## src/rtl/multiword_add_pkg.sv

```systemverilog
// Shared types and helpers for the multi-precision add/subtract sequencer.
package multiword_add_pkg;

  typedef enum logic {
    IDLE = 1'b0,
    RUN  = 1'b1
  } seq_state_t;

  // Width of a word index that counts 0 .. max_words-1, never narrower than one bit.
  function automatic int widx_w(input int max_words);
    return (max_words <= 2) ? 1 : $clog2(max_words);
  endfunction

endpackage

```

## src/rtl/sparse_tree_adder.sv

```systemverilog
// N_BIT adder: a prefix tree over 4-bit group generate/propagate picks each group's carry,
// then a short ripple inside every group forms the sum bits.
module sparse_tree_adder #(
  parameter int N_BIT = 32
) (
  input  logic [N_BIT-1:0] a,
  input  logic [N_BIT-1:0] b,
  input  logic             carry_in,
  output logic [N_BIT-1:0] sum,
  output logic             carry_out,
  output logic             overflow
);

  localparam int NG     = N_BIT / 4;
  localparam int LEVELS = (NG > 1) ? $clog2(NG) : 0;

  logic [N_BIT-1:0] bit_g;
  logic [N_BIT-1:0] bit_p;
  logic [NG-1:0]    grp_g;
  logic [NG-1:0]    grp_p;
  logic [NG-1:0]    tree_g [0:LEVELS];
  logic [NG-1:0]    tree_p [0:LEVELS];
  logic [NG:0]      grp_cin;
  logic             msb_cin;

  assign bit_g = a & b;
  assign bit_p = a ^ b;

  always_comb begin : group_gp
    grp_g = '0;
    grp_p = '0;
    for (int g = 0; g < NG; g++) begin
      grp_p[g] = &bit_p[4*g +: 4];
      grp_g[g] = bit_g[4*g+3]
               | (bit_p[4*g+3] & bit_g[4*g+2])
               | (bit_p[4*g+3] & bit_p[4*g+2] & bit_g[4*g+1])
               | ((&bit_p[4*g+1 +: 3]) & bit_g[4*g]);
    end
  end

  // carry_in is folded into group 0 so every tree output is a true group carry-out.
  always_comb begin : prefix_tree
    for (int lvl = 0; lvl <= LEVELS; lvl++) begin
      tree_g[lvl] = '0;
      tree_p[lvl] = '0;
    end
    tree_g[0]    = grp_g;
    tree_p[0]    = grp_p;
    tree_g[0][0] = grp_g[0] | (grp_p[0] & carry_in);
    for (int lvl = 0; lvl < LEVELS; lvl++) begin
      tree_g[lvl+1] = tree_g[lvl];
      tree_p[lvl+1] = tree_p[lvl];
      for (int g = (1 << lvl); g < NG; g++) begin
        tree_g[lvl+1][g] = tree_g[lvl][g] | (tree_p[lvl][g] & tree_g[lvl][g - (1 << lvl)]);
        tree_p[lvl+1][g] = tree_p[lvl][g] & tree_p[lvl][g - (1 << lvl)];
      end
    end
  end

  assign grp_cin = {tree_g[LEVELS], carry_in};

  always_comb begin : group_sum
    logic c;
    c       = 1'b0;
    sum     = '0;
    msb_cin = 1'b0;
    for (int g = 0; g < NG; g++) begin
      c = grp_cin[g];
      for (int k = 0; k < 4; k++) begin
        if (4*g + k == N_BIT - 1) msb_cin = c;
        sum[4*g+k] = bit_p[4*g+k] ^ c;
        c          = bit_g[4*g+k] | (bit_p[4*g+k] & c);
      end
    end
  end

  assign carry_out = grp_cin[NG];
  assign overflow  = msb_cin ^ carry_out;

endmodule

```

## src/rtl/multiword_add_sequencer.sv

```systemverilog
// Streams multi-word add/subtract operands LSW first through one sparse_tree_adder,
// carrying between words in a register and emitting one registered result word per beat.
module multiword_add_sequencer
  import multiword_add_pkg::*;
#(
  parameter int N_BIT     = 32,
  parameter int MAX_WORDS = 8
) (
  input  logic                          clk,
  input  logic                          rst,
  input  logic                          in_valid,
  output logic                          in_ready,
  input  logic                          in_first,
  input  logic                          in_last,
  input  logic                          in_sub,
  input  logic [N_BIT-1:0]              operand_1,
  input  logic [N_BIT-1:0]              operand_2,
  output logic                          out_valid,
  input  logic                          out_ready,
  output logic [N_BIT-1:0]              out_sum,
  output logic                          out_last,
  output logic [widx_w(MAX_WORDS)-1:0]  out_word_idx,
  output logic                          out_carry,
  output logic                          out_overflow,
  output logic                          out_length_err,
  output logic                          protocol_error
);

  localparam int WIDX_W = widx_w(MAX_WORDS);

  seq_state_t        state_q, state_d;
  logic              carry_q, carry_d;
  logic              sub_q, sub_d;
  logic [WIDX_W-1:0] word_cnt, word_cnt_d;
  logic              len_over_q, len_over_d;
  logic              perr_d;

  logic              accept;
  logic              start_beat;
  logic              cont_beat;
  logic              drop_beat;
  logic              load;
  logic              eff_sub;
  logic [N_BIT-1:0]  adder_b;
  logic              adder_cin;
  logic [N_BIT-1:0]  adder_sum;
  logic              adder_carry;
  logic              adder_ovf;
  logic [WIDX_W-1:0] beat_idx;
  logic              beat_len_err;

  assign in_ready   = !out_valid || out_ready;
  assign accept     = in_valid && in_ready;
  assign start_beat = accept && in_first;
  assign cont_beat  = accept && !in_first && (state_q == RUN);
  assign drop_beat  = accept && !in_first && (state_q == IDLE);

  // Subtraction is a + ~b + 1: the +1 enters as carry_in on the least-significant word only.
  assign eff_sub   = in_first ? in_sub : sub_q;
  assign adder_b   = eff_sub ? ~operand_2 : operand_2;
  assign adder_cin = in_first ? in_sub : carry_q;

  assign beat_idx     = in_first ? '0 : word_cnt;
  assign beat_len_err = cont_beat && len_over_q;

  sparse_tree_adder #(
    .N_BIT(N_BIT)
  ) u_adder (
    .a        (operand_1),
    .b        (adder_b),
    .carry_in (adder_cin),
    .sum      (adder_sum),
    .carry_out(adder_carry),
    .overflow (adder_ovf)
  );

  always_ff @(posedge clk) begin
    if (rst) begin
      state_q    <= IDLE;
      carry_q    <= 1'b0;
      sub_q      <= 1'b0;
      word_cnt   <= '0;
      len_over_q <= 1'b0;
    end else begin
      state_q    <= state_d;
      carry_q    <= carry_d;
      sub_q      <= sub_d;
      word_cnt   <= word_cnt_d;
      len_over_q <= len_over_d;
    end
  end

  // A first beat restarts identically from either state, abandoning any open transaction.
  always_comb begin
    state_d    = state_q;
    carry_d    = carry_q;
    sub_d      = sub_q;
    word_cnt_d = word_cnt;
    len_over_d = len_over_q;
    perr_d     = protocol_error;
    load       = 1'b0;
    if (start_beat) begin
      load       = 1'b1;
      carry_d    = adder_carry;
      sub_d      = in_sub;
      word_cnt_d = WIDX_W'(1);
      len_over_d = 1'b0;
      state_d    = RUN;
    end else begin
      case (state_q)
        IDLE: begin
          if (drop_beat) perr_d = 1'b1;
        end
        RUN: begin
          if (cont_beat) begin
            load       = 1'b1;
            carry_d    = adder_carry;
            word_cnt_d = word_cnt + WIDX_W'(1);
            if (word_cnt == WIDX_W'(MAX_WORDS - 1)) len_over_d = 1'b1;
          end
        end
        default: state_d = IDLE;
      endcase
    end
    if (load && in_last) begin
      state_d    = IDLE;
      word_cnt_d = '0;
      len_over_d = 1'b0;
    end
  end

  always_ff @(posedge clk) begin
    if (rst) begin
      out_valid      <= 1'b0;
      out_sum        <= '0;
      out_last       <= 1'b0;
      out_word_idx   <= '0;
      out_carry      <= 1'b0;
      out_overflow   <= 1'b0;
      out_length_err <= 1'b0;
      protocol_error <= 1'b0;
    end else begin
      protocol_error <= perr_d;
      if (load) begin
        out_valid      <= 1'b1;
        out_sum        <= adder_sum;
        out_last       <= in_last;
        out_word_idx   <= beat_idx;
        out_carry      <= in_last & adder_carry;
        out_overflow   <= in_last & adder_ovf;
        out_length_err <= beat_len_err;
      end else if (out_ready) begin
        out_valid <= 1'b0;
      end
    end
  end

endmodule

```

## config.mk

```make
export PLATFORM = sky130hd
export DESIGN_NAME = multiword_add_sequencer
export DESIGN_NICKNAME = d
export VERILOG_FILES = /design/src/rtl/multiword_add_pkg.sv /design/src/rtl/sparse_tree_adder.sv /design/src/rtl/multiword_add_sequencer.sv
export SDC_FILE = /design/constraint.sdc
export NUM_CORES = 1
export LEC_CHECK = 0
export ABC_AREA = 1
export BUFFER_PORTS_ARGS = -buffer_cell sky130_fd_sc_hd__buf_2
export CORE_MARGIN = 1.5
export CORE_UTILIZATION = 45
export DETAILED_ROUTE_END_ITERATION = 12
export PLACE_DENSITY = 0.71
export SKIP_CTS_REPAIR_TIMING = 1
export SYNTH_ARGS = -nofsm -noshare
export SYNTH_HDL_FRONTEND = slang
export SYNTH_SLANG_ARGS = --single-unit
```

## constraint.sdc

```tcl
create_clock -name clk -period 5.1 [get_ports clk]
set_input_delay 1.02 -clock clk [delete_from_list [all_inputs] [get_ports clk]]
set_output_delay 1.02 -clock clk [all_outputs]
set_load 0.1 [all_outputs]
```

Word-level counts from Yosys, hierarchy flattened:

Index checks and enable logic that the tools add are counted.

* register bits: 48
* output and inout port bits: 42

* equality and inequality tests: 1
* mux-type cells: 15
* bitwise gates (word level): 190
* add/sub/neg operators: 1
* reductions and logical operators: 35

Operators with widths (number)
* $and A1 B1 Y1: 86
* $or A1 B1 Y1: 66
* $xor A1 B1 Y1: 33
* $and A32 B32 Y32: 1
* $mux W32: 1
* $not A32 Y32: 1
* $reduce_and A4 Y1: 8
* $xor A32 B32 Y32: 1
* $reduce_and A3 Y1: 10
* $mux W1: 13
* $logic_and A1 B1 Y1: 7
* $reduce_bool A2 Y1: 3
* $reduce_and A2 Y1: 2
* $add A3 B1 Y3 const B: 1
* $eq A3 B3 Y1 const B: 1
* $mux W3: 1
* $reduce_or A3 Y1: 1
* $logic_not A1 Y1: 2
* $not A1 Y1: 2
* $reduce_or A2 Y1: 1
* $logic_or A1 B1 Y1: 1

Longest topological paths before layout:

* depth after elaboration: 20
* mapped depth: 26

Cells and area by module:

Synthesis repeated with hierarchy kept, for this count alone.

* cells, all modules: 467
* area total of the unflattened synthesis: 3731.1 um2

Modules (own cells, without submodules)
* multiword_add_sequencer: times used 1, area each 2119.5 um2, cells an instance 273, seq. area each 960.9 um2
* sparse_tree_adder: times used 1, area each 1611.5 um2, cells an instance 194, seq. area each 0.0 um2

Worst setup path before layout:

Ideal clock, no wire load.

* kind: input to register
* from: input in_first
* to: register out_overflow
* path slack: 0.528 ns
* setup time: 0.131 ns
* arrival time: 4.441 ns
* data required time: 4.969 ns
* buffers on the path: 1
* cell stages on the path: 26
* path through: inv_2 -> nor2_4 -> a21oi_2 -> buf_2 -> xor2_1 -> ha_1 -> nand2_1 -> nor2_1 -> nand2_2 -> nand3_2 -> nand2_1 -> nand2_1 -> nand2_1 -> nand2_2 -> inv_1 -> o21bai_2 -> inv_2 -> nor2_1 -> nor2_1 -> fa_1 -> fa_1 -> fa_1 -> inv_1 -> nand2_2 -> nand3_2 -> a21oi_2

* word-level cells in the longest chain between the ends: 20

Ends and longest elaborated chain
* from (decl): RTL line multiword_add_sequencer.sv:13 `input logic in_first,`
* $mux W1: RTL line multiword_add_sequencer.sv:59 `assign eff_sub = in_first ? in_sub : sub_q;`
* $mux W32: RTL line multiword_add_sequencer.sv:60 `assign adder_b = eff_sub ? ~operand_2 : operand_2;`
* $xor A32 B32 Y32 / $and A32 B32 Y32 (equally long branches): RTL line sparse_tree_adder.sv:27, sparse_tree_adder.sv:26
* $and A1 B1 Y1, on equally long branches: RTL line sparse_tree_adder.sv:35, sparse_tree_adder.sv:36
* $or A1 B1 Y1 / $and A1 B1 Y1 (equally long branches): RTL line sparse_tree_adder.sv:35, sparse_tree_adder.sv:36
* $or A1 B1 Y1: RTL line sparse_tree_adder.sv:36 `| (bit_p[4*g+3] & bit_p[4*g+2] & bit_g[4*g+1])`
* $or A1 B1 Y1: RTL line sparse_tree_adder.sv:37 `| ((&bit_p[4*g+1 +: 3]) & bit_g[4*g]);`
* $and A1 B1 Y1 / $or A1 B1 Y1 (equally long branches): RTL line sparse_tree_adder.sv:54, sparse_tree_adder.sv:49
* [... 4 more ...]
* $and A1 B1 Y1: RTL line sparse_tree_adder.sv:72 `c = bit_g[4*g+k] | (bit_p[4*g+k] & c);`
* $or A1 B1 Y1: RTL line sparse_tree_adder.sv:72
* $and A1 B1 Y1: RTL line sparse_tree_adder.sv:72
* $or A1 B1 Y1: RTL line sparse_tree_adder.sv:72
* $and A1 B1 Y1: RTL line sparse_tree_adder.sv:72
* $or A1 B1 Y1: RTL line sparse_tree_adder.sv:72
* $xor A1 B1 Y1: RTL line sparse_tree_adder.sv:78 `assign overflow = msb_cin ^ carry_out;`
* $and A1 B1 Y1: RTL line multiword_add_sequencer.sv:150 `out_overflow <= in_last & adder_ovf;`
* to (signal assigned): RTL line multiword_add_sequencer.sv:150
* to (decl): RTL line multiword_add_sequencer.sv:24 `output logic out_overflow,`

Several ways; a longest one is shown, not always the timed one.
A chain may end at the register's enable or synchronous reset.

Final worst setup path:

Same ends and word-level chain as after synthesis.

==> flow_metrics.env <==
export IMPL_via_per_inst=4.82
export IMPL_finalHoldViolations=0
export IMPL_synth_cells=429
export IMPL_clk_latency_ns=0.30
export IMPL_syn_cell_area_mm2=0.00353
export IMPL_drc=0
export IMPL_die_area_mm2=0.00838
export IMPL_skew_ns=0.0141
export IMPL_area_delta_synth_final_pct=21.0
export IMPL_finalSetupViolCount=0
export IMPL_cp_data_arrival_time_ns=4.78
export IMPL_drv_slew=0
export IMPL_slew_headroom_pct=32.7
export IMPL_ys_ff_latch=48
export IMPL_antenna_cells=0
export IMPL_cts_root_buf="clkbuf_8"
export IMPL_grt_use_total_pct=20.2
export IMPL_fillers=752
export IMPL_finalCritPeriodShare_pct=89.1
export IMPL_place_hpwl_mm=6.24
export IMPL_grt_overflow=0
export IMPL_maxCapViolations=0
export IMPL_ioPinCount=113
export IMPL_antenna_found_initial=0
export IMPL_yosysSeqAreaShare_pct=27.3
export IMPL_grt_pass1_wl_mm=13.7
export IMPL_globalplace_congestion=0.856
export IMPL_cp_startpoint="in_first"
export IMPL_r2r_end="out_overflow$_SDFFE_PP0P_"
export IMPL_r2r_cells=24
export IMPL_synth_nets=558
export IMPL_cts_buffers=5
export IMPL_period_minus_slack_ns=4.54
export IMPL_fmax_ghz=0.220
export IMPL_ff2ff_setup_slack_ns=1.19
export IMPL_h_tree_depth=2
export IMPL_crit_path_end_kind="register"
export IMPL_drive_gt1_share_pct=26.1
export IMPL_cp_start_kind="input pin"
export IMPL_cts_sinks=48
export IMPL_drtIter0Drc=72
export IMPL_worst_slack_ns=0.556
export IMPL_r2r_start="sub_q$_SDFFE_PP0P_"
export IMPL_p_leak_nw=2.26
export IMPL_status="complete, no violations"
export IMPL_peakVddDrop_uv=129
export IMPL_fin_nets=665
export IMPL_cts_tree="done"
export IMPL_core_area_mm2=0.00765
export IMPL_grt_pass1_vias=3123
export IMPL_path_max_fanout=25
export IMPL_row_count=32
export IMPL_port_buffers=112
export IMPL_power_density_mw_per_mm2=305
export IMPL_dr_pass1_iters=4
export IMPL_hold_worst_slack_ns=0.465
export IMPL_crit_end="out_overflow$_SDFFE_PP0P_"
export IMPL_cp_required_ns=5.34
export IMPL_num_vias=3079
export IMPL_wl_mm=7.96
export IMPL_grt_max_degree=61
export IMPL_rsz0062_at_grt="no"
export IMPL_pre_cts_ws_ns=0.196
export IMPL_ant_nets=0
export IMPL_worstHoldStart="out_word_idx[0]$_SDFFE_PP0P_"
export IMPL_syn_avg_cell_area_um2=8.22
export IMPL_start_util_pct=46.1
export IMPL_setup_tns_ns=0
export IMPL_die_w_um=91.5
export IMPL_crit_type="input pin to register"
export IMPL_yosys_warnings=0
export IMPL_clockBufferDepth=2
export IMPL_worst_pin_slew_ns=1.01
export IMPL_clk_pin_slew_ns=0.10
export IMPL_hold_class="register to register"
export IMPL_die_y_um=91.5
export IMPL_wl_per_cell_um=12.5
export IMPL_ys_types=30
critical path, stage by stage:
cell	delay [ns]
buf_2	0.14
inv_2	0.11
nor2_4	0.05
a21oi_4	0.13
buf_12	0.21
xor2_1	0.11
ha_1	0.35
nand2_1	0.08
nor2_1	0.13
nand2_2	0.07
nand3_2	0.06
nand2_1	0.05
nand2_1	0.08
nand2_1	0.07
nand2_2	0.08
inv_1	0.08
o21bai_2	0.12
inv_2	0.06
nor2_1	0.08
nor2_1	0.06
fa_1	0.41
fa_1	0.42
fa_1	0.46
nand3_1	0.14
nand3_2	0.08
a21oi_2	0.11
synth_stat cells:
library cell,number,share of area (%)
ha_1,34,12
nand3_2,2,0.57
nor2_2,1,0.18
nor3_4,1,0.46
o21ai_1,1,0.14
xor2_1,33,8.2
and3_1,1,0.18
a21oi_2,2,0.50
a21oi_1,44,6.2
xnor2_1,7,1.7
nor2_4,2,0.64
o21bai_2,1,0.32
nand4_1,5,0.89
nand2_2,7,1.2
nor3_1,2,0.28
a21boi_0,1,0.21
fa_1,24,14
o21a_1,2,0.43
clkbuf_1,5,0.53
o211ai_1,1,0.21
inv_1,69,7.3
buf_4,3,0.64
nand3_1,14,2.0
nand2_1,45,4.8
o21ai_0,33,4.7
inv_2,3,0.32
buf_2,6,0.85
a31oi_1,1,0.18
dfxtp_1,48,27
nor2_1,31,3.3
power breakdown:
group | internal, mW | switching [mW] | leakage (nW) | total, mW
Sequential | 0.407 | 0.0148 | 0.395 | 0.421
Clock | 0.0979 | 0.133 | 0.0414 | 0.231
Combinational | 0.190 | 0.458 | 1.82 | 0.648
Total | 0.694 | 0.606 | 2.26 | 1.30
area by class of cell:
cell class	instances	area (µm²)	area share, %
inverters	72	270	6.33
clock buffers	6	72.6	1.70
clock inverters	2	16.3	0.381
multi-input cells	295	2230	52.3
well taps	102	128	2.99
flip-flops and latches	48	961	22.5
repair buffers	114	588	13.8
flip-flops by register name, summed over array words and instances, names as in the netlist:
| register | count |
|---|---|
| protocol_error | 1 |
| carry_q | 1 |
| out_valid | 1 |
| word_cnt | 3 |
| sub_q | 1 |
| out_carry | 1 |
| state_q | 1 |
| out_word_idx | 3 |
| out_overflow | 1 |
| len_over_q | 1 |
| out_last | 1 |
| out_length_err | 1 |
| out_sum | 32 |
kinds of logic (layout without fill, tap and decap cells):
kind of cell               after synthesis  count (layout)  synth area share (%)
DFF                                     48              48                  27.3
xor gates and xnor gates                40              40                  9.94
buffers and inverters                   86             194                  9.69
AOI/OAI and AO/OA                       86              86                  12.9
adders and majority gates               58              58                  25.7
and+or+nand+nor                        111             111                  14.5
cells in the final DEF (no fill, tap or decap), types with 2 or more instances in the layout:
master      n
buf_2     112
inv_1      69
dfxtp_1    48
nand2_1    45
a21oi_1    44
ha_1       34
xor2_1     33
o21ai_0    33
nor2_1     31
fa_1       24
nand3_1    14
nand2_2     7
xnor2_1     7
nand4_1     5
clkbuf_8    5
inv_2       3
nor2_4      2
nand3_2     2
o21a_1      2
nor3_1      2
worst min-delay path by stage:
| stage | endpoint | cells past startpoint | slack, ns |
|---|---|---|---|
| 2_1_floorplan | out_length_err$_SDFFE_PP0P_ | 2 | 0.44 |
| 3_3_place_gp | out_word_idx[0]$_SDFFE_PP0P_ | 2 | 0.45 |
| 3_5_place_dp | protocol_error$_SDFFE_PP0P_ | 1 | 0.45 |
| 4_1_cts | out_word_idx[0]$_SDFFE_PP0P_ | 2 | 0.47 |
| 5_1_grt | out_length_err$_SDFFE_PP0P_ | 2 | 0.49 |
| 6_report | out_word_idx[0]$_SDFFE_PP0P_ | 2 | 0.46 |
layer usage:
layer	part of all wire (%)	vias to the layer above	global-route usage (%)
li1	-	1579	-
met1	45	1419	24.3
met2	49	75	36.2
met3	5.2	6	4.61
met4	0.73	0	4.82
met5	0	-	0
per-stage QoR:
step | cell area, µm² | total power, mW | util [%] | instances
2_1_floorplan | 3530 | 0.944 | - | 429
3_3_place_gp | 4180 | 1.07 | 54.6 | 631
3_5_place_dp | 4180 | 1.08 | 54.6 | 631
4_1_cts | 4270 | 1.32 | 55.8 | 639
5_1_grt | 4270 | 1.41 | 55.8 | 639
6_report | 4270 | 1.30 | 55.8 | 639
No activity file was read; power rests on OpenSTA's default activity.
